==> src/rtl/inst_mem_responder_pkg.sv <==
// Shared types and constants for the instruction-fetch responder.
package inst_mem_responder_pkg;

    // Fetch address / PC width.
    localparam int XLEN = 64;

    // Fault code returned alongside every fetch response.
    typedef enum logic [1:0] {
        FETCH_OK       = 2'd0,
        FETCH_MISALIGN = 2'd1,
        FETCH_ACCESS   = 2'd2
    } fetch_fault_e;

    // Responder FSM states.
    typedef enum logic [1:0] {
        ST_IDLE = 2'd0,
        ST_READ = 2'd1,
        ST_WAIT = 2'd2,
        ST_RESP = 2'd3
    } fetch_state_e;

    // Misalignment outranks a range fault.
    function automatic fetch_fault_e fetch_fault(input logic misaligned, input logic out_of_range);
        if (misaligned)   return FETCH_MISALIGN;
        if (out_of_range) return FETCH_ACCESS;
        return FETCH_OK;
    endfunction

endpackage

==> src/rtl/inst_mem_responder.sv <==
// Responder end of the fetch interface: one request in, one 32-bit
// instruction (or fault) out, backed by a 64-bit synchronous memory port.
module inst_mem_responder
    import inst_mem_responder_pkg::*;
#(
    parameter logic [XLEN-1:0] MEM_BASE       = 64'h8000_0000,
    parameter int              MEM_DEPTH_LOG2 = 16,
    parameter int              LATENCY        = 0
) (
    input  logic                      clk,
    input  logic                      rst,
    input  logic                      req_valid,
    output logic                      req_ready,
    input  logic [XLEN-1:0]           req_addr,
    input  logic                      flush,
    output logic                      resp_valid,
    input  logic                      resp_ready,
    output logic [31:0]               resp_inst,
    output logic [1:0]                resp_fault,
    output logic                      mem_en,
    output logic [MEM_DEPTH_LOG2-1:0] mem_addr,
    input  logic [63:0]               mem_rdata
);

    // Counter preload; WAIT spends exactly LATENCY cycles (load value down to 0).
    localparam logic [3:0] LAT_M1 = (LATENCY == 0) ? 4'd0 : 4'(LATENCY - 1);

    fetch_state_e     state_q;
    fetch_fault_e     fault_q;
    fetch_fault_e     fault_code;
    logic             addr2_q;
    logic [31:0]      inst_q;
    logic             resp_valid_q;
    logic [3:0]       cnt_q;
    logic [XLEN-1:0]  offset;
    logic             out_of_range;
    logic             accept;
    logic             unused_offset_lo;

    // Wrapping subtraction: addresses below MEM_BASE become huge and fault.
    assign offset           = req_addr - MEM_BASE;
    assign out_of_range     = |offset[XLEN-1:MEM_DEPTH_LOG2+3];
    assign fault_code       = fetch_fault(|req_addr[1:0], out_of_range);
    assign unused_offset_lo = ^offset[2:0];

    // Flush in IDLE blocks acceptance; nothing is accepted while in reset.
    assign req_ready = rst & ~flush & (state_q == ST_IDLE);
    assign accept    = req_valid & req_ready;
    assign mem_en    = accept & (fault_code == FETCH_OK);
    assign mem_addr  = offset[MEM_DEPTH_LOG2+2:3];

    assign resp_valid = resp_valid_q;
    assign resp_inst  = inst_q;
    assign resp_fault = fault_q;

    // Fetch FSM with registered response outputs.
    always_ff @(posedge clk) begin
        if (!rst) begin
            state_q      <= ST_IDLE;
            fault_q      <= FETCH_OK;
            addr2_q      <= 1'b0;
            inst_q       <= '0;
            resp_valid_q <= 1'b0;
            cnt_q        <= '0;
        end else begin
            case (state_q)
                ST_IDLE: begin
                    if (accept) begin
                        addr2_q <= req_addr[2];
                        fault_q <= fault_code;
                        if (fault_code != FETCH_OK) begin
                            inst_q       <= '0;
                            resp_valid_q <= 1'b1;
                            state_q      <= ST_RESP;
                        end else begin
                            state_q <= ST_READ;
                        end
                    end
                end
                ST_READ: begin
                    if (flush) begin
                        state_q <= ST_IDLE;
                    end else begin
                        inst_q <= addr2_q ? mem_rdata[63:32] : mem_rdata[31:0];
                        if (LATENCY == 0) begin
                            resp_valid_q <= 1'b1;
                            state_q      <= ST_RESP;
                        end else begin
                            cnt_q   <= LAT_M1;
                            state_q <= ST_WAIT;
                        end
                    end
                end
                ST_WAIT: begin
                    if (flush) begin
                        state_q <= ST_IDLE;
                    end else if (cnt_q == 4'd0) begin
                        resp_valid_q <= 1'b1;
                        state_q      <= ST_RESP;
                    end else begin
                        cnt_q <= cnt_q - 4'd1;
                    end
                end
                ST_RESP: begin
                    // Flush also lands here; the response is simply dropped.
                    if (flush || resp_ready) begin
                        resp_valid_q <= 1'b0;
                        state_q      <= ST_IDLE;
                    end
                end
                default: state_q <= ST_IDLE;
            endcase
        end
    end

endmodule

==> config.mk <==
export PLATFORM = sky130hd
export DESIGN_NAME = inst_mem_responder
export DESIGN_NICKNAME = d
export VERILOG_FILES = /design/src/rtl/inst_mem_responder_pkg.sv /design/src/rtl/inst_mem_responder.sv
export SDC_FILE = /design/constraint.sdc
export NUM_CORES = 1
export LEC_CHECK = 0
export BUFFER_PORTS_ARGS = -buffer_cell sky130_fd_sc_hd__buf_2
export CAP_MARGIN = 10
export CORE_ASPECT_RATIO = 0.7
export CORE_MARGIN = 5
export CORE_UTILIZATION = 38
export DETAILED_ROUTE_END_ITERATION = 10
export GPL_TIMING_DRIVEN = 1
export PLACE_DENSITY = 0.8
export SLEW_MARGIN = 20
export SYNTH_ARGS = -nofsm -noshare
export SYNTH_HDL_FRONTEND = slang
export SYNTH_SLANG_ARGS = --single-unit
==> constraint.sdc <==
create_clock -name clk -period 2.8 [get_ports clk]
set_input_delay 0.28 -clock clk [delete_from_list [all_inputs] [get_ports clk]]
set_output_delay 0.28 -clock clk [all_outputs]
set_load 0.005 [all_outputs]
* Word-level counts from Yosys, hierarchy flattened
Index checks and enable logic that the tools add are counted.
Widths: inputs -> output; s select.
** Operators by class
- Shift-type cells :: 0
- Add/sub/neg operators :: 2
- Order comparisons :: 0
- Equal/unequal tests :: 10
- Bitwise gates (word level) :: 6
- Div/mod/pow operators :: 0
- Reductions and logical operators :: 13
- Mux-type cells :: 26
- Multipliers :: 0
** Operator list (count)
- $mux 32 :: 4
- $pmux 32 s2 :: 1
- $sub 64x32->64 const B :: 1
- $reduce_or 45->1 :: 1
- $mux 2 :: 10
- $ne 2x2->1 const B :: 5
- $mux 1 :: 9
- $pmux 2 s4 :: 1
- $reduce_and 3->1 :: 2
- $reduce_and 6->1 :: 1
- $and 1x1->1 :: 4
- $eq 2x2->1 const B :: 2
- $logic_not 2->1 :: 2
- $logic_not 4->1 :: 1
- $pmux 1 s4 :: 1
- $reduce_and 4->1 :: 1
- $reduce_bool 2->1 :: 2
- $sub 4x1->4 const B :: 1
- $ne 3x3->1 const B :: 1
- $eq 2x1->1 const B :: 1
- $ne 2x1->1 const B :: 1
- $not 1->1 :: 2
- $reduce_and 2->1 :: 1
- $reduce_or 2->1 :: 1
- $logic_or 1x1->1 :: 1
** Storage, ports and cells
- Input port bits :: 133
- Memory bits (writable) :: 0
- Word-level logic and storage cells :: 63
- Memories kept :: 0
- Flip-flop bits (word level) :: 42
- Latch bits :: 0
- Output and inout port bits :: 53
- ROM bits :: 0

* Logic depth before layout (Yosys ltp)
- Depth in word-level cells :: 10
- Mapped depth :: 8
- Depth with buffers taken out :: 8

* Worst setup path before layout
OpenSTA, ideal clock, no wires.
- Path kind :: input port to flip-flop
- Start :: input port req_addr[32]
- End :: register inst_q[10], in the netlist resp_inst[10]
- Data arrival time :: 2.069 ns
- Stages :: 7
- Path slack :: 0.660 ns
- Path buffers :: 1
- Setup time :: 0.070 ns
- Data required time :: 2.730 ns
- Cells stage by stage :: or4_4 -> o31a_1 -> nor3_2 -> nand4_2 -> a31oi_4 -> buf_6 -> o2bb2ai_1
** Between the ends
- Word-level cells in the longest chain between the ends :: 9
- Elaborated cells on any way between the ends :: 10
- Classes of those cells :: add/sub: 1; eq/ne: 1; mux: 5; reduce/logical: 3
** Ends and longest elaborated chain
- start, declared :: RTL line inst_mem_responder.sv:14 : input logic [XLEN-1:0] req_addr,
- $sub 64x32->64 * :: RTL line inst_mem_responder.sv:41 : assign offset = req_addr - MEM_BASE;
- $reduce_or 45->1 * :: RTL line inst_mem_responder.sv:42 : assign out_of_range = |offset[XLEN-1:MEM_DEPTH_LOG2+3];
- $mux 1 (2 in series) :: RTL line inst_mem_responder_pkg.sv:25 : if (out_of_range) return FETCH_ACCESS;
- $mux 2 * :: RTL line inst_mem_responder_pkg.sv:26 : return FETCH_OK;
- $mux 2 * :: RTL line inst_mem_responder_pkg.sv:25
- $reduce_bool 2->1 * :: RTL line inst_mem_responder.sv:71 : if (fault_code != FETCH_OK) begin
- $ne 2x1->1 (no source line) *
- $reduce_and 4->1 (no source line) *
- end signal, assigned :: RTL line inst_mem_responder.sv:84 : inst_q <= addr2_q ? mem_rdata[63:32] : mem_rdata[31:0];
- end, declared :: RTL line inst_mem_responder.sv:32 : logic [31:0] inst_q;
Mark *: on every way between the ends. The rest lies on a longest branch, timed or not. The select of a mux whose other input is x is not followed.
A chain may end at the register's enable or synchronous reset.

* Worst setup path after layout
- Start :: register state_q[0]
- End :: register state_q[1]
** Between the ends
- Word-level cells in the longest chain between the ends :: 5
- Elaborated cells on any way between the ends :: 11
- Classes of those cells :: eq/ne: 6; mux: 1; bitwise: 2; reduce/logical: 2
** Ends and longest elaborated chain
- start, declared :: RTL line inst_mem_responder.sv:28 : fetch_state_e state_q;
- start signal, assigned :: RTL line inst_mem_responder.sv:59 : state_q <= ST_IDLE;
- start signal, assigned :: RTL line inst_mem_responder.sv:74 : state_q <= ST_RESP;
- start signal, assigned :: RTL line inst_mem_responder.sv:76 : state_q <= ST_READ;
- $logic_not 2->1 :: RTL line inst_mem_responder.sv:47, inst_mem_responder.sv:66
- $and 1x1->1 :: RTL line inst_mem_responder.sv:47 : assign req_ready = rst & ~flush & (state_q == ST_IDLE);
- $and 1x1->1 :: RTL line inst_mem_responder.sv:48 : assign accept = req_valid & req_ready;
- $ne 2x2->1 (no source line)
- $reduce_and 3->1 (no source line)
Parallel ways exist; a longest one is shown, timed or not.

==> summary.txt <==
Run status
  – Status: finished, final reports clean

Placed design
  – DP HPWL: 5.17 mm
  – Setup WS pre-CTS: 385 ps
  – Port Buffer Count: 153
  – GPL Wtd Cong: 0.886

Synth
  – Adder-cell share of the synthesized area: 3.42%
  – Synth unique cells: 37
  – Syn nets: 358
  – Syn Inst Count: 219
  – Mux contribution to synthesized area: 16.4%
  – Sequential area share after synthesis: 38.3%
  – Synth Area in XOR/XNOR: 1.20%
  – Synthesized flop and latch total: 42
  – Syn_area_per_cell: 10.0 sq um
  – Yosys warnings: 0
  – Simple-gate share of the synthesized area: 12.1%
  – Compound-Gate Fraction of Synth Area: 18.6%
  – Post-Syn Area: 2200 sq um
  – Largest family of logic cells by synthesized area: compound AO/OA/AOI/OAI gates

Timing
  – F_max: 431 MHz
  – Least-Margin Pin Slew: 965 ps
  – TNS Setup: 0 ps
  – Tmin final: 2320 ps
  – Final period util: 82.8%
  – Final hold violation count: 0
  – Final Slew Violations: 0
  – RSZ-0062 raised after global routing: false
  – Clk_skew: 10.2 ps
  – Final number of setup-violating endpoints: 0
  – Slew margin rel.: 35.7%
  – Final Worst Setup Slack: 482 ps

Worst setup path
  – Most frequent CP cell: a211oi_1
  – Reg2Reg Setup Slack: 480 ps
  – CP Data Arrival Time: 2470 ps
  – Crit. End Element: flop
  – Critical path's largest stage delay: 350 ps
  – Crit path max-delay cell type: dfxtp_1
  – CP delay by family, top: compound AO/OA/AOI/OAI gates
  – CP Cell Sequence: inv_1 > ha_1 > nor2b_1 > nand3_1 > a22oi_1 > o21ai_0 > a211oi_1 > a211oi_1
  – CP Buf/Inv Count: 1
  – CP Launch Type: flop
  – Worst-path fanout max: 6
  – Required time worst endpoint: 2960 ps
  – Critical path class: reg -> reg

Global routing
  – Pin count of the biggest net entering global routing: 34
  – Initial antenna violation count: 0
  – Number of global-route vias before repair: 2,086
  – GR Overflow Total: 0
  – First-pass GRT wire length: 9.67 mm
  – Total GRT Usage: 16.2%

Clock tree
  – Clk_lat worst skew: 290 ps
  – Post-CTS Hold Fix Bufs: 0
  – CTS clk-pin slew, worst paths: 80 ps
  – Root Driver: clkbuf_8
  – CTS tree: built
  – H-tree Lvls: 2
  – Total CTS buffers: 5
  – Post-CTS sizing: 0
  – # Post-CTS Setup Buffers: 0
  – Max clock buf depth: 2
  – Num Clock Sinks: 42

Floorplan
  – I/O pins: 186
  – Starting Density: 38.8%
  – Die ar.: 7430 sq um
  – Rows: 23
  – Core ar.: 5670 sq um
  – Die width: 101 microns
  – Chip Height: 73.6 microns

Drt
  – Vias: 2,070
  – Vias per cell: 4.80
  – Residual DRC count: 0
  – Wire per inst: 14.5 microns
  – DRT iter0 DRCs: 60
  – TritonRoute pass-1 iters: 4
  – DRT antenna net count: 0
  – WL final: 6.25 mm

Final layout
  – Final Core Density: 52.6%
  – Area delta synth->final: 35.8%
  – Nets: 494
  – ANT cells: 0
  – Share of layout cells above drive strength 1: 47.8%

Min path
  – Tightest Hold Check Type: in -> reg

Pwr
  – Maximum vdd drop: 452 uV
  – Cell Pwr Density: 557 nW/um^2
  – LEAKAGE: 1.38 nW

Run
  – Max-Cap Viols: 0
[layout by cell type (no fill, tap or decap), types with 3 or more instances in the layout]
master	count
o21ai_0	5
nor2_1	13
nand3_1	3
nor3_1	4
mux2i_1	36
o2bb2ai_1	32
dfxtp_1	41
nand4_1	3
a211oi_1	4
buf_4	4
ha_1	6
nand2_1	4
nor4_1	8
inv_1	8
clkbuf_8	5
buf_2	153
[worst reg2reg max path, stage by stage, from the launching register on]
cell and delay, ps:
dfxtp_1 350, inv_1 120, ha_1 250, nor2b_1 280, nand3_1 280, a22oi_1 310, o21ai_0 220, a211oi_1 280
a211oi_1 100
[state kept, by name, indices dropped and copies added (netlist names)]
| register | cells |
|---|---|
| resp_fault | 2 |
| resp_inst | 32 |
| addr2_q | 1 |
| state_q | 2 |
| resp_valid | 1 |
| cnt_q | 4 |
[per-layer routing]
layer / vias up / global-route usage, % / wire length [microns]
li1: 1068 / - / -
met5: - / 0 / 0
met3: 4 / 5.98 / 545
met4: 0 / 2.39 / 13
met2: 70 / 26.5 / 2900
met1: 928 / 21.1 / 2800
[where the power goes]
part | internal [mW] | switching [mW] | total [mW]
sequential | 0.685 | 0.0597 | 0.744
clock | 0.176 | 0.201 | 0.377
combinational | 0.274 | 0.267 | 0.541
[area by class of cell]
type | count | area (sq um)
flip-flops and latches | 42 | 842
fillers | 548 | 2690
multi-input cells | 141 | 1130
inverters | 8 | 30.0
clock buffers | 6 | 72.6
repair buffers | 157 | 796
clock inverters | 2 | 13.8
well taps | 75 | 93.8
[cells by family after synthesis]
kind of cell,after synthesis
xor gates and xnor gates,3
and+or+nand+nor,47
adders and majority gates,6
DFF,42
muxes,36
buffers and inverters,36
AOI/OAI and AO/OA,49
[final timing paths]
check	from	depth (start not counted)	endpoint
worst min register to register	resp_fault[1]	2	resp_fault[1]
worst min-delay path	req_addr[2]	3	addr2_q
worst max register to register	state_q[0]	8	state_q[1]
worst max-delay path	state_q[0]	8	state_q[1]
[metrics by stage]
| step | instance area [sq um] | total power [mW] | hold slack, ps | std cells |
|---|---|---|---|---|
| floorplan | 2200 | 1.09 | 424 | 219 |
| global placement | 2900 | 1.28 | 438 | 423 |
| detailed placement | 2900 | 1.30 | 441 | 423 |
| CTS | 2980 | 1.68 | 221 | 431 |
| global route | 2980 | 1.78 | 237 | 431 |
| finish | 2980 | 1.66 | 226 | 431 |
[cells in the mapped netlist]
cell,count,share of area [%]
a211oi_1,4,1.4
a21oi_1,2,0.46
a21oi_2,1,0.40
a22oi_1,1,0.34
a31oi_4,1,0.97
and3_1,1,0.28
and4b_1,1,0.46
buf_1,1,0.17
buf_2,3,0.68
buf_4,16,5.5
buf_6,3,1.5
clkbuf_1,5,0.85
dfxtp_1,42,38
ha_1,6,3.4
inv_1,8,1.4
mux2i_1,36,16
nand2_1,4,0.68
nand2b_1,2,0.57
nand3_1,3,0.68
nand4_1,3,0.85
nand4_2,1,0.57
nor2_1,13,2.2
nor2b_1,1,0.28
nor3_1,4,0.91
nor3_2,1,0.46
nor3b_1,1,0.34
nor4_1,8,2.3
nor4b_1,1,0.40
o21ai_0,5,1.1
o22a_1,1,0.40
o2bb2ai_1,32,13
o31a_1,1,0.40
o31ai_1,1,0.34
or3_1,2,0.57
or4_4,1,0.51
xnor2_1,1,0.40
xor2_1,2,0.80
Power figures use the tool's default switching activity.
